==> src/rtl/serial_add_ctrl.sv <==
// serial_add_ctrl: bit-serial adder sequencer.
// One 1-bit full-adder cell with a registered carry adds two WIDTH-bit operands
// LSB-first, one bit per clock, under a start/busy/done handshake. The final
// sum, carry-out and signed overflow stay on the result ports until the next
// completed operation.
//
// Ports:
//   clk    rising-edge clock
//   rst_n  asynchronous active-low reset
//   start  request, sampled in IDLE or DONE only
//   clr    synchronous abort to IDLE (no done, results retained)
//   a, b   WIDTH-bit operands, captured on an accepted start
//   cin    carry-in, captured on an accepted start
//   busy   high while the serial add is running
//   done   one-cycle pulse after the result registers update
//   sum    WIDTH-bit result (modulo 2^WIDTH)
//   cout   carry out of bit WIDTH-1
//   ovf    two's-complement overflow
module serial_add_ctrl #(
    parameter int unsigned WIDTH = 8
) (
    input  logic             clk,
    input  logic             rst_n,
    input  logic             start,
    input  logic             clr,
    input  logic [WIDTH-1:0] a,
    input  logic [WIDTH-1:0] b,
    input  logic             cin,
    output logic             busy,
    output logic             done,
    output logic [WIDTH-1:0] sum,
    output logic             cout,
    output logic             ovf
);

    localparam int unsigned CntW = $clog2(WIDTH);

    typedef enum logic [1:0] {
        StIdle,
        StRun,
        StDone
    } state_e;

    state_e            state_q, state_d;
    logic [WIDTH-1:0]  sa_q, sa_d;
    logic [WIDTH-1:0]  sb_q, sb_d;
    logic              carry_q, carry_d;
    logic [CntW-1:0]   cnt_q, cnt_d;
    // Only WIDTH-1 partial bits need storing: the final bit enters straight
    // into sum on the last cycle.
    logic [WIDTH-2:0]  res_q, res_d;
    logic [WIDTH-1:0]  sum_q, sum_d;
    logic              cout_q, cout_d;
    logic              ovf_q, ovf_d;

    logic              s_bit;
    logic              c_bit;
    logic              last;
    logic [WIDTH-1:0]  res_next;

    always_comb begin
        state_d  = state_q;
        sa_d     = sa_q;
        sb_d     = sb_q;
        carry_d  = carry_q;
        cnt_d    = cnt_q;
        res_d    = res_q;
        sum_d    = sum_q;
        cout_d   = cout_q;
        ovf_d    = ovf_q;

        s_bit    = sa_q[0] ^ sb_q[0] ^ carry_q;
        c_bit    = (sa_q[0] & sb_q[0]) | (sa_q[0] & carry_q) | (sb_q[0] & carry_q);
        last     = (cnt_q == CntW'(WIDTH - 1));
        res_next = {s_bit, res_q};

        if (clr) begin
            state_d = StIdle;
        end else begin
            unique case (state_q)
                StIdle, StDone: begin
                    if (start) begin
                        state_d = StRun;
                        sa_d    = a;
                        sb_d    = b;
                        carry_d = cin;
                        cnt_d   = '0;
                        res_d   = '0;
                    end else begin
                        state_d = StIdle;
                    end
                end
                StRun: begin
                    sa_d    = sa_q >> 1;
                    sb_d    = sb_q >> 1;
                    carry_d = c_bit;
                    cnt_d   = cnt_q + CntW'(1);
                    res_d   = res_next[WIDTH-1:1];
                    if (last) begin
                        sum_d   = res_next;
                        cout_d  = c_bit;
                        // Overflow: carry into the MSB differs from carry out.
                        ovf_d   = carry_q ^ c_bit;
                        state_d = StDone;
                    end
                end
                default: state_d = StIdle;
            endcase
        end
    end

    always_ff @(posedge clk or negedge rst_n) begin
        if (!rst_n) begin
            state_q <= StIdle;
            sa_q    <= '0;
            sb_q    <= '0;
            carry_q <= 1'b0;
            cnt_q   <= '0;
            res_q   <= '0;
            sum_q   <= '0;
            cout_q  <= 1'b0;
            ovf_q   <= 1'b0;
        end else begin
            state_q <= state_d;
            sa_q    <= sa_d;
            sb_q    <= sb_d;
            carry_q <= carry_d;
            cnt_q   <= cnt_d;
            res_q   <= res_d;
            sum_q   <= sum_d;
            cout_q  <= cout_d;
            ovf_q   <= ovf_d;
        end
    end

    assign busy = (state_q == StRun);
    assign done = (state_q == StDone);
    assign sum  = sum_q;
    assign cout = cout_q;
    assign ovf  = ovf_q;

endmodule
==> config.mk <==
export PLATFORM = sky130hd
export DESIGN_NAME = serial_add_ctrl
export DESIGN_NICKNAME = d
export VERILOG_FILES = /design/src/rtl/serial_add_ctrl.sv
export SDC_FILE = /design/constraint.sdc
export NUM_CORES = 1
export LEC_CHECK = 0
export BUFFER_PORTS_ARGS = -buffer_cell sky130_fd_sc_hd__buf_2
export CORE_MARGIN = 2
export CORE_UTILIZATION = 58
export CTS_CLUSTER_DIAMETER = 30
export DETAILED_ROUTE_END_ITERATION = 16
export PLACE_DENSITY = 0.83
export SLEW_MARGIN = 20
export SYNTH_ARGS = -nofsm -noshare
export SYNTH_HDL_FRONTEND = slang
export SYNTH_SLANG_ARGS = --single-unit
==> constraint.sdc <==
create_clock -name clk -period 2.6 [get_ports clk]
set_clock_uncertainty 0.1 [all_clocks]
set_input_delay 0.65 -clock clk [delete_from_list [all_inputs] [get_ports clk]]
set_output_delay 0.65 -clock clk [all_outputs]
set_load 0.01 [all_outputs]
==> results.yml, run 1 <==
global_route:
  overflow: 0
  grt_max_degree: 40
  grt_pass1_vias: 1024
  grt_util_all_layers_pct: 18.4
  grt_pass1_wl_um: 4670
  antenna_found_initial: 0
timing:
  tightest_slew_ns: 0.838
  hold_viol_final: 0
  max_slew_margin_pct: 44.1
  final_max_slew_viol_count: 0
  setup_viol: 0
  period_share_pct: 82.0
  fin_tns_setup_ns: 0
  clock.fmax_mhz: 469
  fin_crit_ns: 2.13
  rsz0062_at_grt: "false"
layout:
  final_layout_size_suffix_gt1_share_pct: 53.6
  n_antenna_cell: 0
  layout_common_cells: "dfrtp_1, buf_2, mux2_2"
  final_nets: 176
  syn_to_final_growth_pct: 12.8
  utilization_pct: 67.2
  final_common_cell: "dfrtp_1"
critical_path:
  r2r_setup_slack_ns: 0.83
  required_ns: 1.85
  r2r_end: "sa_q[2]$_DFFE_PN0P_"
  r2r-start: "state_q[0]$_DFFE_PN0P_"
  crit_type: "flip-flop to primary output"
  cp_max_fo: 17
  endpoint_kind: "primary output"
  r2r_cells: 2
  start_kind: "flip-flop"
  worstPathArrival_ns: 1.38
synth:
  synth-seq-area-share_pct: 54.5
  syn_area_per_cell_sq_um: 15.0
  async_flop_share_pct: 100
  netlist_instances: 119
  synth_flop_cell: "dfrtp_1"
  ys_top_cells_by_area: "dfrtp_1, mux2_2, mux2_4"
  yosysTopAreaCellShare_pct: 54.5
  synth_warnings: 0
  synth_seq_cells: 39
  synth_edf_count: 0
  yosysTopAreaCell: "dfrtp_1"
  synthesis.nets: 143
  synth_cell_types: 23
  syn_area_sq_um: 1790
floorplan:
  io_pins: 33
  row_count: 20
  initial_core_util_pct: 59.6
  die_h_um: 59.5
  core_sq_um: 3000
  die_area_sq_um: 3550
  dieWidth_um: 59.5
clock_network:
  cts_inserted_buffers: 5
  clock_latency_ns: 0.34
  clock_sinks: 39
  cts.repair.resized: 0
  hold_buffers: 0
  clk_pin_slew_ns: 0.12
  h-tree-depth: 2
  root_buffer: "clkbuf_4"
  cts_tree: "built"
  cts_setup_buffers: 0
  clockBufferDepth: 2
route:
  wl_um: 2780
  wl_per_cell_um: 14.9
  drc: 0
  detail_route.first_pass.iterations: 4
  drt_iter0_markers: 37
  vias: 1031
  ant_nets: 0
  via_per_inst: 5.54
placement:
  port_buffers: 32
  place.gp.congestion: 0.732
  hpwl_um: 1950
power_and_ir_drop:
  power_mw: 1.41
  ir_worst_vdd_v: 0.000511
  leakage_nw: 1.03
  power_density_nw_per_um2: 698
job:
  drv_cap: 0
worst_hold_path:
  hold_class: "primary input to async pin"
run_status:
  run_status: "finished, final reports clean"
==> critical path, stage by stage (launching register included) <==
cell      delay [ns]
dfrtp_1         0.57
nand2b_4        0.25
inv_1           0.09
buf_2           0.13
==> layer usage <==
layer  up-vias  global-route usage, %  wire [um]
li1        494                      -          -
met1       509                   25.1       1290
met2        22                   27.0       1300
met3         6                   6.11        143
met4         0                   7.62         49
met5         -                      0          0
==> area by class of cell <==
class                      instances  area (sq um)
clock inverter                     2          35.0
sequential                        39           976
tap                               33          41.3
multi-input combinational         73           751
inverter                           1          3.75
clock buffer                       6          51.3
timing repair buffer              32           160
fill                             225           985
==> flip-flops by register name, summed over array words and instances (netlist names) <==
| signal | count |
|---|---|
| carry_q | 1 |
| cout | 1 |
| sb_q | 8 |
| sum | 8 |
| cnt_q | 3 |
| state_q | 2 |
| res_q | 7 |
| ovf | 1 |
| sa_q | 8 |
==> power by group <==
group	switching (mW)	internal, mW
sequential	0.0596	0.691
combinational	0.0941	0.145
clock	0.191	0.227
==> worst max-delay path by stage <==
stage,slack [ns],from,to,cells after the start
floorplan,0.89,clr,cout$_DFFE_PN0P_,3
global placement,0.67,start,sb_q[3]$_DFFE_PN0P_,3
detailed placement,0.64,start,sa_q[4]$_DFFE_PN0P_,3
CTS,0.44,state_q[0]$_DFFE_PN0P_,busy,3
global route,0.36,state_q[0]$_DFFE_PN0P_,busy,3
finish,0.47,state_q[0]$_DFFE_PN0P_,busy,3
==> cells in the mapped netlist, types with 2 or more instances <==
cell,instances
nor2_1,3
dfrtp_1,39
a22o_1,9
mux2_2,30
o21ai_0,2
ha_1,2
buf_2,2
nor2b_1,4
mux2_4,8
a21oi_1,3
mux2_1,2
nand2_1,2
buf_6,3
==> kinds of logic after synthesis <==
group                    share of synthesized area [%]
flip-flops                                        54.5
XOR/XNOR                                         0.490
multiplexers                                      27.4
AO/OA/AOI/OAI                                     7.27
buffers and inverters                             3.50
adder cells (fa/ha/maj)                           2.52
AND/OR/NAND/NOR                                   4.27
==> stage by stage <==
step / area [sq um] / cells / worst slack, ns / hold slack (ns)
after floorplan: 1790 / 119 / 0.895 / 0.254
after global placement: 1930 / 178 / 0.667 / 0.377
after detailed placement: 1930 / 178 / 0.638 / 0.391
after CTS: 2020 / 186 / 0.441 / 0.303
after global routing: 2020 / 186 / 0.357 / 0.345
final: 2020 / 186 / 0.468 / 0.293
Power figures use the tool's default switching activity.
==> inputs of run 2 (changes only) <==
--- a/config.mk
+++ b/config.mk
@@ -7,10 +7,10 @@
 export LEC_CHECK = 0
 export BUFFER_PORTS_ARGS = -buffer_cell sky130_fd_sc_hd__buf_2
 export CORE_MARGIN = 2
-export CORE_UTILIZATION = 58
+export CORE_UTILIZATION = 49
 export CTS_CLUSTER_DIAMETER = 30
 export DETAILED_ROUTE_END_ITERATION = 16
-export PLACE_DENSITY = 0.83
+export PLACE_DENSITY = 0.74
 export SLEW_MARGIN = 20
 export SYNTH_ARGS = -nofsm -noshare
 export SYNTH_HDL_FRONTEND = slang
==> constraint.sdc (replaced) <==
create_clock -name clk -period 1.9 [get_ports clk]
set_clock_uncertainty 0.1 [all_clocks]
set_input_delay 0.475 -clock clk [delete_from_list [all_inputs] [get_ports clk]]
set_output_delay 0.475 -clock clk [all_outputs]
set_load 0.01 [all_outputs]
==> results.yml, run 2 (synthesized netlist as in run 1, its figures left out) <==
timing:
  fin_tns_setup_ns: 0
  rsz0062_at_grt: "false"
  setup_viol: 0
  max_slew_margin_pct: 55.8
  hold_viol_final: 0
  period_share_pct: 90.4
  clock.fmax_mhz: 582
  final_max_slew_viol_count: 0
  fin_crit_ns: 1.72
  tightest_slew_ns: 0.661
clock_network:
  root_buffer: "clkbuf_4"
  clock_sinks: 39
  clockBufferDepth: 2
  cts_inserted_buffers: 5
  cts_tree: "built"
  h-tree-depth: 2
  clock_latency_ns: 0.34
  clk_pin_slew_ns: 0.10
critical_path:
  crit_path_frequent_cell: "ha_1"
  path_buf_inv: 0
  required_ns: 2.03
  cp_max_fo: 12
  cpLargestDelayFamily: "simple AND/OR/NAND/NOR gates"
  start_kind: "flip-flop"
  crit_type: "flip-flop to flip-flop"
  cp_slowest_cell: "and4bb_2"
  critPathMaxStageDelay_ns: 0.44
  endpoint_kind: "flip-flop"
  cp_cell_sequence: "ha_1 > ha_1 > and4bb_2 > mux2_2"
  worstPathArrival_ns: 1.85
global_route:
  grt_util_all_layers_pct: 15.8
  grt_pass1_vias: 1050
  grt_max_degree: 26
  antenna_found_initial: 0
  overflow: 0
  grt_pass1_wl_um: 4910
run_status:
  run_status: "finished, final reports clean"
layout:
  layout_common_cells: "dfrtp_1, buf_2, mux2_2"
  final_layout_size_suffix_gt1_share_pct: 53.5
  utilization_pct: 59.5
  final_cells: 203
  multi_input_area_sq_um: 751
  n_antenna_cell: 0
  final_common_cell: "dfrtp_1"
  seq_area_sq_um: 977
  final_nets: 180
  syn_to_final_growth_pct: 13.6
  fillCellCount: 295
route:
  routed.top_layer: "met4"
  drc: 0
  wl_um: 2900
  drt_iter0_markers: 56
  wl_met2_um: 1380
  ant_nets: 0
  vias: 1066
  via_per_inst: 5.25
  detail_route.first_pass.iterations: 4
  wl_per_cell_um: 14.3
  wl_met3_um: 143
  drt-met1-wl_um: 1310
floorplan:
  core_sq_um: 3420
  initial_core_util_pct: 52.4
  die_area_sq_um: 4150
  io_pins: 33
  die_h_um: 64.4
  row_count: 21
  dieWidth_um: 64.4
power_and_ir_drop:
  power_density_nw_per_um2: 862
  leakage_nw: 1.02
  ir_worst_vdd_v: 0.000496
job:
  drv_cap: 0
placement:
  placed_cells: 192
  place.gp.congestion: 0.683
  hpwl_um: 2030
  port_buffers: 32
worst_hold_path:
  hold_class: "primary input to flip-flop"
-- run 2: cell type report --
| cell class | count | area share [%] |
|---|---|---|
| Sequential cell | 39 | 48.1 |
| Clock buffer | 7 | 2.22 |
| Inverter | 1 | 0.185 |
| Timing Repair Buffer | 36 | 9.48 |
| Clock inverter | 1 | 0.246 |
| Tap cell | 46 | 2.83 |
| Multi-Input combinational cell | 73 | 36.9 |
-- run 2: where the power goes --
part           leakage, nW  switching [mW]  internal (mW)
clock network       0.0293           0.253          0.144
logic                0.492           0.127          0.204
registers            0.503          0.0784          0.946
-- run 2: final timing paths --
check / from / end / slack [ns] / cells after the start
setup / recovery: cnt_q[0]$_DFFE_PN0P_ / sum[5]$_DFFE_PN0P_ / 0.18 / 4
hold / removal: clr / state_q[0]$_DFFE_PN0P_ / 0.25 / 2
setup reg to reg: cnt_q[0]$_DFFE_PN0P_ / sum[5]$_DFFE_PN0P_ / 0.18 / 4
hold reg to reg: sa_q[6]$_DFFE_PN0P_ / sa_q[6]$_DFFE_PN0P_ / 0.41 / 1
max in group asynchronous: rst_n / state_q[0]$_DFFE_PN0P_ / 0.58 / 3
min in group asynchronous: rst_n / sb_q[0]$_DFFE_PN0P_ / 0.48 / 2
-- run 2: metal layers --
metal  up-vias  track usage (%)
met5         -                0
met4         0             7.98
met3         8             4.69
met2        25             23.7
met1       534             20.8
li1        499                -
-- run 2: timing repair --
action,4_1_cts,5_1_grt
endpoints found under the hold margin,18,0
hold buffers,1,0
setup endpoints to repair,1,0
resized for setup,1,0
setup buffers,2,0
-- run 2: through the flow --
stage                     setup slack (ns)  hold slack, ns  cell area, sq um  total power, mW
after global placement               0.136           0.328              1960             1.35
after CTS                            0.179           0.222              2030             1.79
after floorplan                      0.264          0.0794              1790             1.28
after global routing                 0.111           0.221              2030             1.86
final                                0.182           0.250              2030             1.75
after detailed placement            0.0970           0.331              1960             1.37
==> inputs of run 3 (changes only) <==
--- a/config.mk
+++ b/config.mk
@@ -5,12 +5,13 @@
 export SDC_FILE = /design/constraint.sdc
 export NUM_CORES = 1
 export LEC_CHECK = 0
+export ABC_AREA = 1
 export BUFFER_PORTS_ARGS = -buffer_cell sky130_fd_sc_hd__buf_2
 export CORE_MARGIN = 2
-export CORE_UTILIZATION = 49
+export CORE_UTILIZATION = 50
 export CTS_CLUSTER_DIAMETER = 30
 export DETAILED_ROUTE_END_ITERATION = 16
-export PLACE_DENSITY = 0.74
+export PLACE_DENSITY = 0.75
 export SLEW_MARGIN = 20
 export SYNTH_ARGS = -nofsm -noshare
 export SYNTH_HDL_FRONTEND = slang
==> results.yml, run 3 <==
timing:
  hold_viol_final: 0
  period_share_pct: 90.7
  clock.fmax_mhz: 581
  tightest_slew_ns: 0.458
  setup_viol: 0
  rsz0062_at_grt: "false"
  fin_tns_setup_ns: 0
  final_max_slew_viol_count: 0
  fin_crit_ns: 1.72
  max_slew_margin_pct: 69.5
floorplan:
  dieWidth_um: 66.0
  core_sq_um: 3690
  io_pins: 33
  initial_core_util_pct: 52.2
  row_count: 22
  die_h_um: 66.0
  die_area_sq_um: 4360
placement:
  port_buffers: 32
  place.gp.congestion: 0.811
  hpwl_um: 2630
  place_area_sq_um: 2090
route:
  via_per_inst: 4.89
  drc: 0
  wl_um: 3670
  vias: 1560
  detail_route.first_pass.iterations: 4
  ant_nets: 0
  drt_iter0_markers: 138
  wl_per_cell_um: 11.5
synth:
  synth_flop_cell: "dfrtp_1"
  yosysTopAreaCellShare_pct: 50.7
  synth_cell_types: 20
  synthesis.nets: 260
  yosysMostFrequentCell: "nand2_1"
  synth-seq-area-share_pct: 50.7
  async_flop_share_pct: 100
  synth_seq_cells: 39
  yosysTopAreaCell: "dfrtp_1"
  ys_top_cells_by_area: "dfrtp_1, nand2_1, nand3_1"
  syn_area_per_cell_sq_um: 8.15
  synth_common_cells: "nand2_1, dfrtp_1, nand3_1"
  synth_edf_count: 0
  syn_area_sq_um: 1920
  synth_warnings: 0
  netlist_instances: 236
critical_path:
  r2r_cells: 6
  crit_start: "state_q[1]$_DFFE_PN0P_"
  start_kind: "flip-flop"
  worstPathArrival_ns: 1.15
  endpoint_kind: "primary output"
  cp_max_fo: 13
  r2r-start: "cnt_q[0]$_DFFE_PN0P_"
  crit_type: "flip-flop to primary output"
  cp-endpoint: "done"
  r2r_end: "sum[3]$_DFFE_PN0P_"
  r2r_setup_slack_ns: 0.31
  required_ns: 1.32
global_route:
  grt_pass1_vias: 1381
  grt_pass1_wl_um: 6440
  overflow: 0
  grt_util_all_layers_pct: 19.5
  antenna_found_initial: 0
  grt_max_degree: 28
clock_network:
  cts_inserted_buffers: 5
  cts.repair.resized: 0
  cts_tree: "built"
  root_buffer: "clkbuf_8"
  h-tree-depth: 2
  clk_pin_slew_ns: 0.07
  clock_latency_ns: 0.29
  clockBufferDepth: 2
  clock_sinks: 39
power_and_ir_drop:
  p_sw_mw: 0.548
  power_mw: 2.13
  power_frac_seq_pct: 46.6
  p_int_mw: 1.59
  ir_worst_vdd_v: 0.000524
  sw_frac_of_total_pct: 25.7
  p_clk_share_pct: 37.4
  leakage_nw: 1.31
  power_density_nw_per_um2: 955
  pwr-share-comb_pct: 15.9
run_status:
  run_status: "finished, final reports clean"
layout:
  final_common_cell: "nand2_1"
  final_cell_area_sq_um: 2230
  n_antenna_cell: 0
  fillCellCount: 338
  layout_common_cells: "nand2_1, dfrtp_1, buf_2"
  syn_to_final_growth_pct: 16.1
  seq_area_sq_um: 976
  final_nets: 294
  multi_input_area_sq_um: 807
  final_layout_size_suffix_gt1_share_pct: 22.1
job:
  drv_cap: 0
worst_hold_path:
  hold_class: "primary input to async pin"
==> run 3: changes by cell type after synthesis, moves of 4 or more <==
cell,before,now
a22o_1,9,0
inv_1,1,7
mux2_2,30,0
mux2_4,8,0
nand2_1,2,130
nand2_2,0,8
nand3_1,0,16
nand4_1,0,10
nor2b_1,4,0
==> run 3: power groups by stage <==
stage                     sequential, mW  clock, mW  combinational [mW]
after floorplan                    0.994          0               0.263
after global placement              1.01          0               0.337
after detailed placement            1.01          0               0.345
after CTS                          0.994      0.817               0.346
after global routing                1.01      0.856               0.397
final                              0.995      0.798               0.340
==> run 3: worst min-delay path by stage <==
| stage | start | to | slack [ns] | depth (start not counted) |
|---|---|---|---|---|
| after floorplan | rst_n | carry_q$_DFFE_PN0P_ | 0.08 | 0 |
| after global placement | rst_n | res_q[3]$_DFFE_PN0P_ | 0.35 | 1 |
| after detailed placement | sum[2]$_DFFE_PN0P_ | sum[2]$_DFFE_PN0P_ | 0.35 | 2 |
| after CTS | rst_n | sum[3]$_DFFE_PN0P_ | 0.04 | 1 |
| after global routing | rst_n | sum[3]$_DFFE_PN0P_ | 0.05 | 1 |
| final | rst_n | sum[3]$_DFFE_PN0P_ | 0.03 | 1 |
==> run 3: stage by stage <==
step | hold slack, ns | util, % | cells | setup slack [ns]
detailed placement | 0.353 | 56.8 | 310 | 0.127
global placement | 0.351 | 56.8 | 310 | 0.181
floorplan | 0.0794 | - | 236 | 0.448
CTS | 0.0406 | 60.4 | 318 | 0.122
finish | 0.0287 | 60.6 | 319 | 0.178
global route | 0.0517 | 60.6 | 319 | 0.0944
==> run 3: per-layer routing <==
layer  global-route usage (%)  routed length [um]  up-vias
li1                         -                   -      800
met1                     28.1                1770      719
met2                     29.7                1670       36
met3                     5.11                 178        5
met4                     4.59                  39        0
met5                        0                   0        -
==> run 3: cells by family after synthesis <==
group,Yosys count,synth area share (%)
AO/OA/AOI/OAI,1,0.260
adder cells (fa/ha/maj),3,2.34
flip-flops,39,50.7
buffers and inverters,21,7.35
AND/OR/NAND/NOR,172,39.3
==> run 3: final cells by class <==
cell class	instances	share of cell area [%]
clock buffers	6	3.25
clock inverters	2	2.69
inverters	9	1.51
multi-input cells	176	36.1
flip-flops and latches	39	43.7
well taps	48	2.69
repair buffers	39	10.1
==> run 3: worst max-delay path: stages (launching register included) <==
cell	delay, ns
dfrtp_1	0.40
inv_2	0.25
nor2_1	0.06
buf_2	0.14
==> run 3: repair_timing <==
item / in CTS / in global routing
setup endpoints to repair: 0 / 10
hold buffers: 0 / 0
buffers inserted: 0 / 1
endpoints found under the hold margin: 0 / 0
